[src/rtl/reg_write_arbiter.sv]
// Round-robin write arbiter in front of a bank of load-enabled registers.
// One requester owns the bank at a time for a bounded burst; each accepted
// write becomes a registered one-hot load strobe plus data one cycle later.
module reg_write_arbiter #(
   parameter int N_REQ     = 4,
   parameter int WIDTH     = 16,
   parameter int N_REG     = 6,
   parameter int ADDR_W    = 3,
   parameter int MAX_BURST = 4
) (
   input  logic                    clk,
   input  logic                    reset,
   input  logic [N_REQ-1:0]        req_valid,
   input  logic [N_REQ-1:0]        req_last,
   input  logic [N_REQ*ADDR_W-1:0] req_addr,
   input  logic [N_REQ*WIDTH-1:0]  req_data,
   output logic [N_REQ-1:0]        req_ready,
   output logic [N_REG-1:0]        reg_load,
   output logic [WIDTH-1:0]        reg_in,
   output logic [2:0]              grant_id,
   output logic                    busy,
   output logic                    err_addr
);

   localparam int ID_W  = 3;
   localparam int CNT_W = $clog2(MAX_BURST + 1);

   typedef enum logic {
      IDLE,
      OWNED
   } state_t;

   state_t           state;
   logic [ID_W-1:0]  owner;
   logic [ID_W-1:0]  rr_ptr;
   logic [CNT_W-1:0] burst_cnt;

   // ------------------------------------------------------------------
   // Round-robin pick: prefer requesters at or above rr_ptr, otherwise
   // wrap to the lowest index. The lowest set bit is isolated with the
   // two's-complement trick and then encoded bit-by-bit, which keeps every
   // select constant and avoids a priority chain.
   // ------------------------------------------------------------------
   logic [N_REQ-1:0]            upper_mask;
   logic [N_REQ-1:0]            upper_req;
   logic [N_REQ-1:0]            cand_req;
   logic [N_REQ-1:0]            first;
   logic [ID_W-1:0][N_REQ-1:0]  enc_mask;
   logic [ID_W-1:0]             pick;
   logic                        any_req;

   for (genvar g = 0; g < N_REQ; g++) begin : g_arb
      assign upper_mask[g] = (ID_W'(g) >= rr_ptr);
   end

   for (genvar b = 0; b < ID_W; b++) begin : g_enc
      for (genvar g = 0; g < N_REQ; g++) begin : g_enc_bit
         assign enc_mask[b][g] = (((g >> b) & 1) != 0);
      end
      assign pick[b] = |(first & enc_mask[b]);
   end

   assign upper_req = req_valid & upper_mask;
   assign cand_req  = (|upper_req) ? upper_req : req_valid;
   assign first     = cand_req & (~cand_req + 1'b1);
   assign any_req   = |req_valid;

   // ------------------------------------------------------------------
   // Owner's request fields, selected by an AND-OR mux over a one-hot
   // decode of the registered owner index.
   // ------------------------------------------------------------------
   logic [N_REQ-1:0]             own_sel;
   logic [ADDR_W-1:0][N_REQ-1:0] addr_t;
   logic [WIDTH-1:0][N_REQ-1:0]  data_t;
   logic                         own_valid;
   logic                         own_last;
   logic [ADDR_W-1:0]            own_addr;
   logic [WIDTH-1:0]             own_data;

   for (genvar g = 0; g < N_REQ; g++) begin : g_sel
      assign own_sel[g] = (owner == ID_W'(g));
   end

   for (genvar b = 0; b < ADDR_W; b++) begin : g_addr
      for (genvar g = 0; g < N_REQ; g++) begin : g_addr_bit
         assign addr_t[b][g] = req_addr[g*ADDR_W + b];
      end
      assign own_addr[b] = |(addr_t[b] & own_sel);
   end

   for (genvar b = 0; b < WIDTH; b++) begin : g_data
      for (genvar g = 0; g < N_REQ; g++) begin : g_data_bit
         assign data_t[b][g] = req_data[g*WIDTH + b];
      end
      assign own_data[b] = |(data_t[b] & own_sel);
   end

   assign own_valid = |(req_valid & own_sel);
   assign own_last  = |(req_last & own_sel);

   // ------------------------------------------------------------------
   // Transfer, release and address decode
   // ------------------------------------------------------------------
   logic             xfer;
   logic             burst_end;
   logic             release_now;
   logic [ID_W-1:0]  next_rr;
   logic [N_REG-1:0] addr_dec;
   logic             addr_bad;

   for (genvar r = 0; r < N_REG; r++) begin : g_dec
      assign addr_dec[r] = (own_addr == ADDR_W'(r));
   end

   assign xfer        = (state == OWNED) && own_valid;
   assign burst_end   = (32'(burst_cnt) == MAX_BURST - 1);
   assign release_now = !own_valid || own_last || burst_end;
   assign next_rr     = (owner == ID_W'(N_REQ - 1)) ? '0 : owner + 1'b1;
   assign addr_bad    = (32'(own_addr) >= N_REG);

   // Ownership FSM: grant from IDLE, release on last/burst limit/valid drop
   always_ff @(posedge clk or posedge reset) begin
      if (reset) begin
         state     <= IDLE;
         owner     <= '0;
         rr_ptr    <= '0;
         burst_cnt <= '0;
         req_ready <= '0;
      end else begin
         case (state)
            IDLE: begin
               if (any_req) begin
                  state     <= OWNED;
                  owner     <= pick;
                  burst_cnt <= '0;
                  req_ready <= first;
               end
            end
            OWNED: begin
               if (own_valid) begin
                  burst_cnt <= burst_cnt + 1'b1;
               end
               if (release_now) begin
                  state     <= IDLE;
                  owner     <= '0;
                  rr_ptr    <= next_rr;
                  req_ready <= '0;
               end
            end
            default: begin
               state     <= IDLE;
               req_ready <= '0;
            end
         endcase
      end
   end

   // Registered write path: strobe one cycle after the accepted write
   always_ff @(posedge clk or posedge reset) begin
      if (reset) begin
         reg_load <= '0;
         reg_in   <= '0;
         err_addr <= 1'b0;
      end else begin
         reg_load <= '0;
         err_addr <= 1'b0;
         if (xfer) begin
            reg_load <= addr_dec;
            reg_in   <= own_data;
            err_addr <= addr_bad;
         end
      end
   end

   assign busy     = (state == OWNED);
   assign grant_id = owner;

endmodule

[config.mk]
export PLATFORM = sky130hd
export DESIGN_NAME = reg_write_arbiter
export DESIGN_NICKNAME = d
export VERILOG_FILES = /design/src/rtl/reg_write_arbiter.sv
export SDC_FILE = /design/constraint.sdc
export NUM_CORES = 1
export LEC_CHECK = 0
export ABC_AREA = 1
export CAP_MARGIN = 10
export CELL_PAD_IN_SITES_DETAIL_PLACEMENT = 1
export CELL_PAD_IN_SITES_GLOBAL_PLACEMENT = 2
export CORE_MARGIN = 2
export CORE_UTILIZATION = 18
export CTS_CLUSTER_DIAMETER = 150
export CTS_CLUSTER_SIZE = 16
export DETAILED_ROUTE_END_ITERATION = 7
export GPL_TIMING_DRIVEN = 0
export HOLD_SLACK_MARGIN = 0.1
export PLACE_DENSITY_LB_ADDON = 0.1
export SETUP_SLACK_MARGIN = 0.15
export SLEW_MARGIN = 20
export SYNTH_ARGS = -nofsm -noshare
export SYNTH_HDL_FRONTEND = slang
export SYNTH_SLANG_ARGS = --single-unit
[constraint.sdc]
create_clock -name clk -period 1.7 [get_ports clk]
set_clock_uncertainty 0.1 [all_clocks]
set_input_delay 0.34 -clock clk [delete_from_list [all_inputs] [get_ports clk]]
set_output_delay 0.34 -clock clk [all_outputs]
set_load 0.02 [all_outputs]
**Word level (Yosys, flattened, before mapping)**

Cells that the tools add are included.

- Mux-type cells: 16
- Magnitude comparators: 5
- Bitwise gates (word level): 25
- $add $sub $neg: 3
- Reductions and logical operators: 34
- Eq/ne operators: 12

Operator list:

| cell | count |
|---|---|
| 4-bit AND | 23 |
| 4-bit OR reduction | 23 |
| 3-bit by 2-bit == test with 1-bit output (second input constant) | 5 |
| 3-bit two-way mux | 5 |
| 4-bit two-way mux | 3 |
| 3-bit case mux with 2 select lines | 2 |
| 4-bit case mux with 2 select lines | 1 |
| 3-bit by 1-bit adder with 3-bit output (second input constant) | 2 |
| 3-bit by 1-bit == test with 1-bit output (second input constant) | 2 |
| 3-bit == test (second input constant) | 2 |
| 1-bit by 3-bit greater-or-equal comparator with 1-bit output (first input constant) | 2 |
| 2-bit by 3-bit greater-or-equal comparator with 1-bit output (first input constant) | 2 |
| 3-bit zero test | 2 |
| 6-bit two-way mux | 1 |
| 2-bit AND reduction | 3 |
| 4-bit by 1-bit adder with 4-bit output (second input constant) | 1 |
| 2-bit by 1-bit inequality test with 1-bit output (second input constant) | 2 |
| 4-bit inverter | 1 |
| 2-bit OR reduction | 2 |
| 3-bit greater-or-equal comparator (second input constant) | 1 |
| 1-bit two-way mux | 3 |
| 1-bit logical OR | 2 |
| 2-bit inequality test (second input constant) | 1 |
| 1-bit case mux with 2 select lines | 1 |
| 3 further kinds | 3 |

- Output and inout port bits: 31
- Word-level logic and storage cells: 103
- Register bits after elaboration: 37

**Logic depth before layout (Yosys ltp)**

- Depth after elaboration: 10
- Depth in mapped cells: 9
- Gate-level depth less buffers: 9

**Least setup slack after synthesis**

No wires, ideal clock.

- Kind: flip-flop to flip-flop
- From: register owner[0], in the netlist grant_id[0]
- To: register reg_in[0]
- Stages on the path, launching flop included: 7
- Path slack: -0.009 ns
- Required time: 1.471 ns
- Path buffers: 2
- Arrival: 1.480 ns
- Cell sequence: dfrtp_1 > inv_1 > ha_1 > buf_6 > buf_2 > a221oi_1 > o21ai_0

- Word-level cells in the longest chain between the ends: 4

RTL lines:

| element | line | RTL |
|---|---|---|
| from (decl) | 34 | `logic [ID_W-1:0] owner;` |
| from (signal assigned) | 134 | `owner <= pick;` |
| 3-bit by 1-bit == test with 1-bit output (tied with other cells) | 81 | `assign own_sel[g] = (owner == ID_W'(g));` |
| 4-bit AND | 98 | `assign own_valid = \|(req_valid & own_sel);` |
| 4-bit OR reduction | 98 |  |
| 1-bit logical AND | 115 | `assign xfer = (state == OWNED) && own_valid;` |
| to (signal assigned) | 169 | `reg_in <= own_data;` |
| to (decl) | 19 | `output logic [WIDTH-1:0] reg_in,` |

Parallel ways exist; a longest one is shown, timed or not.
A chain may end at the register's enable or synchronous reset.

**Final worst setup path**

- From: register owner[0], in the netlist grant_id[0]
- To: register reg_load[0]

- Word-level cells in the longest chain between the ends: 5

RTL lines:

| element | line | RTL |
|---|---|---|
| 3-bit by 1-bit == test with 1-bit output (tied with other cells) | 81 |  |
| 4-bit AND, on equally long branches | 88, 98 |  |
| 4-bit OR reduction, on equally long branches | 88, 98 |  |
| 3-bit zero test / 1-bit logical AND (equally long branches) | 112, 115 |  |
| 6-bit two-way mux (*) | 167 | `if (xfer) begin` |
| to (signal assigned) | 168 | `reg_load <= addr_dec;` |
| to (decl) | 18 | `output logic [N_REG-1:0] reg_load,` |

Every way passes the cells marked *; elsewhere a longest branch is shown, timed or not.

==> results.sh <==
export IMPL_hold_viol=0
export IMPL_ys_seq_area_share_pct=42.79
export IMPL_dp_hpwl_mm=6.012
export IMPL_syn_inst=253
export IMPL_max_vdd_ir_drop_uv=521.6
export IMPL_critPathArrivalTime_ns=1.78
export IMPL_rsz0062_at_grt="yes"
export IMPL_setup_tns_ns=0
export IMPL_finalWirelength_mm=7.811
export IMPL_syn_avg_cell_area_sq_um=8.091
export IMPL_powerDensity_mw_per_mm2=1538
export IMPL_grt_pass1_vias=2393
export IMPL_path_clk_slew_ns=0.06
export IMPL_antenna_cells=0
export IMPL_pin_count=117
export IMPL_core_area_sq_mm=0.01098
export IMPL_cts_buffers=5
export IMPL_worst_setup_path_start_kind="flop"
export IMPL_synthFlopType="dfrtp_1"
export IMPL_grt_max_degree=27
export IMPL_num_vias=2221
export IMPL_overflow=0
export IMPL_synth_edf_count=0
export IMPL_ctsHtreeMaxLevel=2
export IMPL_route_detailed_wl_per_inst_microns=14.85
export IMPL_ys_ff_latch=35
export IMPL_finish_utilization_pct=35.19
export IMPL_core_rowCount=38
export IMPL_synth_area_sq_mm=0.002047
export IMPL_root_buffer="clkbuf_16"
export IMPL_portBuffers=115
export IMPL_die_x_microns=110.6
export IMPL_syn2layout_area_growth_pct=88.81
export IMPL_cp_required_ns=1.81
export IMPL_track_usage_pct=12.96
export IMPL_final_max_slew_viol_count=0
export IMPL_antenna_found_initial=0
export IMPL_drt_iter0_markers=53
export IMPL_die_area_sq_mm=0.01224
export IMPL_vias_per_cell=4.222
export IMPL_async_reset_ff_share_pct=100.0
export IMPL_setup_viol=0
export IMPL_fin_nets=477
export IMPL_max_freq_mhz=596.6
export IMPL_whs_ns=0.2233
export IMPL_insertion_delay_ns=0.27
export IMPL_grt_pass1_wl_mm=12.74
export IMPL_cts_buffer_depth=2
export IMPL_drc_errors=0
export IMPL_period_share_pct=98.60
export IMPL_ant_nets=0
export IMPL_start_util_pct=18.64
export IMPL_cts_sinks=35
export IMPL_ys_types=30
export IMPL_tritoncts="yes"
export IMPL_dieHeight_microns=110.6
export IMPL_drive_above_1_share_pct=20.47
export IMPL_place_congestion=0.7164
export IMPL_hold_class="in -> async"
export IMPL_critPathKind="reg -> reg"
export IMPL_max_cap_violations=0
export IMPL_firstDrtPassIters=4
export IMPL_crit_fanout=7
export IMPL_period_minus_slack_ns=1.676
export IMPL_r2r_start="grant_id[0]"
export IMPL_reg2reg_to="reg_load[0]"
export IMPL_synth_fp_nets=345
export IMPL_status="finished clean"
export IMPL_r2r_slack_ns=0.02
export IMPL_rr_worst_depth=8
export IMPL_synth_warnings=0
export IMPL_crit_path_end_kind="flop"
export IMPL_p_leak_uw=0.001802
cells in the mapped netlist, types with 2 or more instances:
master / instances / share of area (%)
inv_1: 19 / 3.5
a22o_4: 2 / 1.7
buf_2: 2 / 0.49
o22ai_1: 2 / 0.61
dfrtp_1: 35 / 43
o21ai_1: 5 / 1.2
nand2_1: 95 / 17
nor2_1: 11 / 2.0
ha_1: 6 / 3.7
nor3_1: 2 / 0.49
o21ai_0: 16 / 3.9
buf_4: 3 / 1.1
a221oi_1: 16 / 6.8
nand2_2: 4 / 1.2
nand3_1: 14 / 3.4
buf_6: 7 / 3.9
metrics by stage:
stage	power (uW)	instance area (sq um)	std cells	setup slack, ns
after floorplan	3220	2064	253	0.1474
after global placement	4530	3391	508	-0.6408
after detailed placement	4578	3411	509	-0.1393
after CTS	5912	3780	523	0.03371
after global routing	6463	3865	526	-0.06256
final	5946	3865	526	0.02375
metal layers:
layer | vias to the layer above | global-route usage, % | part of all wire, % | wire length [microns]
li1 | 1117 | - | - | -
met1 | 1040 | 16.46 | 46 | 3558
met2 | 60 | 21.84 | 48 | 3734
met3 | 4 | 3.787 | 5.8 | 453
met4 | 0 | 2.750 | 0.82 | 64
met5 | - | 0 | 0 | 0
timing repair:
action                                  CTS  global route
hold buffers                              0             0
gates cloned                              1             1
gates resized for setup                  75            17
pin swaps                                11             5
endpoints found under the setup margin   64            37
setup buffers                             5             2
cell type report:
type,instances,area (sq um)
Inverter,20,80.08
Sequential cell,35,879.6
Tap cell,140,175.2
Timing Repair Buffer,124,1222
Multi-Input combinational cell,187,1195
Clock buffer,8,156.4
Buffer,12,156.4
Fill cell,1294,7118
worst max-delay path, cell delays in order (launching register included):
cell and delay, ns:
dfrtp_2 0.46, inv_4 0.07, ha_4 0.18, buf_12 0.14, buf_8 0.12, a22o_4 0.23
nor2_8 0.13, nand2_2 0.07, nor2_2 0.09
power breakdown:
group | switching (uW) | total (uW) | leakage [uW] | internal [uW]
logic | 1990 | 3610 | 0.00128 | 1620
registers | 210 | 1380 | 0.000448 | 1170
clock network | 331 | 955 | 0.0000772 | 624
how the worst max path moves through the flow:
stage,from,end,slack [ns],cells after the start
2_1_floorplan,grant_id[0],reg_in[0],0.15,6
3_3_place_gp,reset,grant_id[1],-0.64,2
3_5_place_dp,req_valid[2],reg_in[4],-0.14,7
4_1_cts,grant_id[1],reg_load[1],0.03,9
5_1_grt,grant_id[0],reg_load[1],-0.06,8
6_report,grant_id[0],reg_load[0],0.02,8
logic make-up after synthesis:
family / Yosys count / share of synthesized area [%]
simple gates: 132 / 27.63
compound gates: 47 / 16.63
flops: 35 / 42.79
buf+inv: 32 / 9.108
fa+ha+maj: 6 / 3.667
other cells: 1 / 0.1832
registers in the layout (all words and copies together) (netlist names):
name,cells
req_ready,4
rr_ptr,2
busy,1
reg_in,16
reg_load,6
err_addr,1
grant_id,2
burst_cnt,3
placed cells by master (no fill, tap or decap), drive strengths merged, types with 2 or more instances in the layout:
cell type      Yosys  routed
a221oi            16      16
buf               12      21
nand4              2       2
nand3             14      14
nor2              13      13
o21ai             21      21
nor3               2       2
a22o               3       3
clkdlybuf4s50      0      85
dlygate4sd2        0      29
clkbuf             0       8
dfrtp             35      35
o22ai              3       3
inv               20      20
ha                 6       6
nand2            100     101
(Power assumes the default switching activity.)
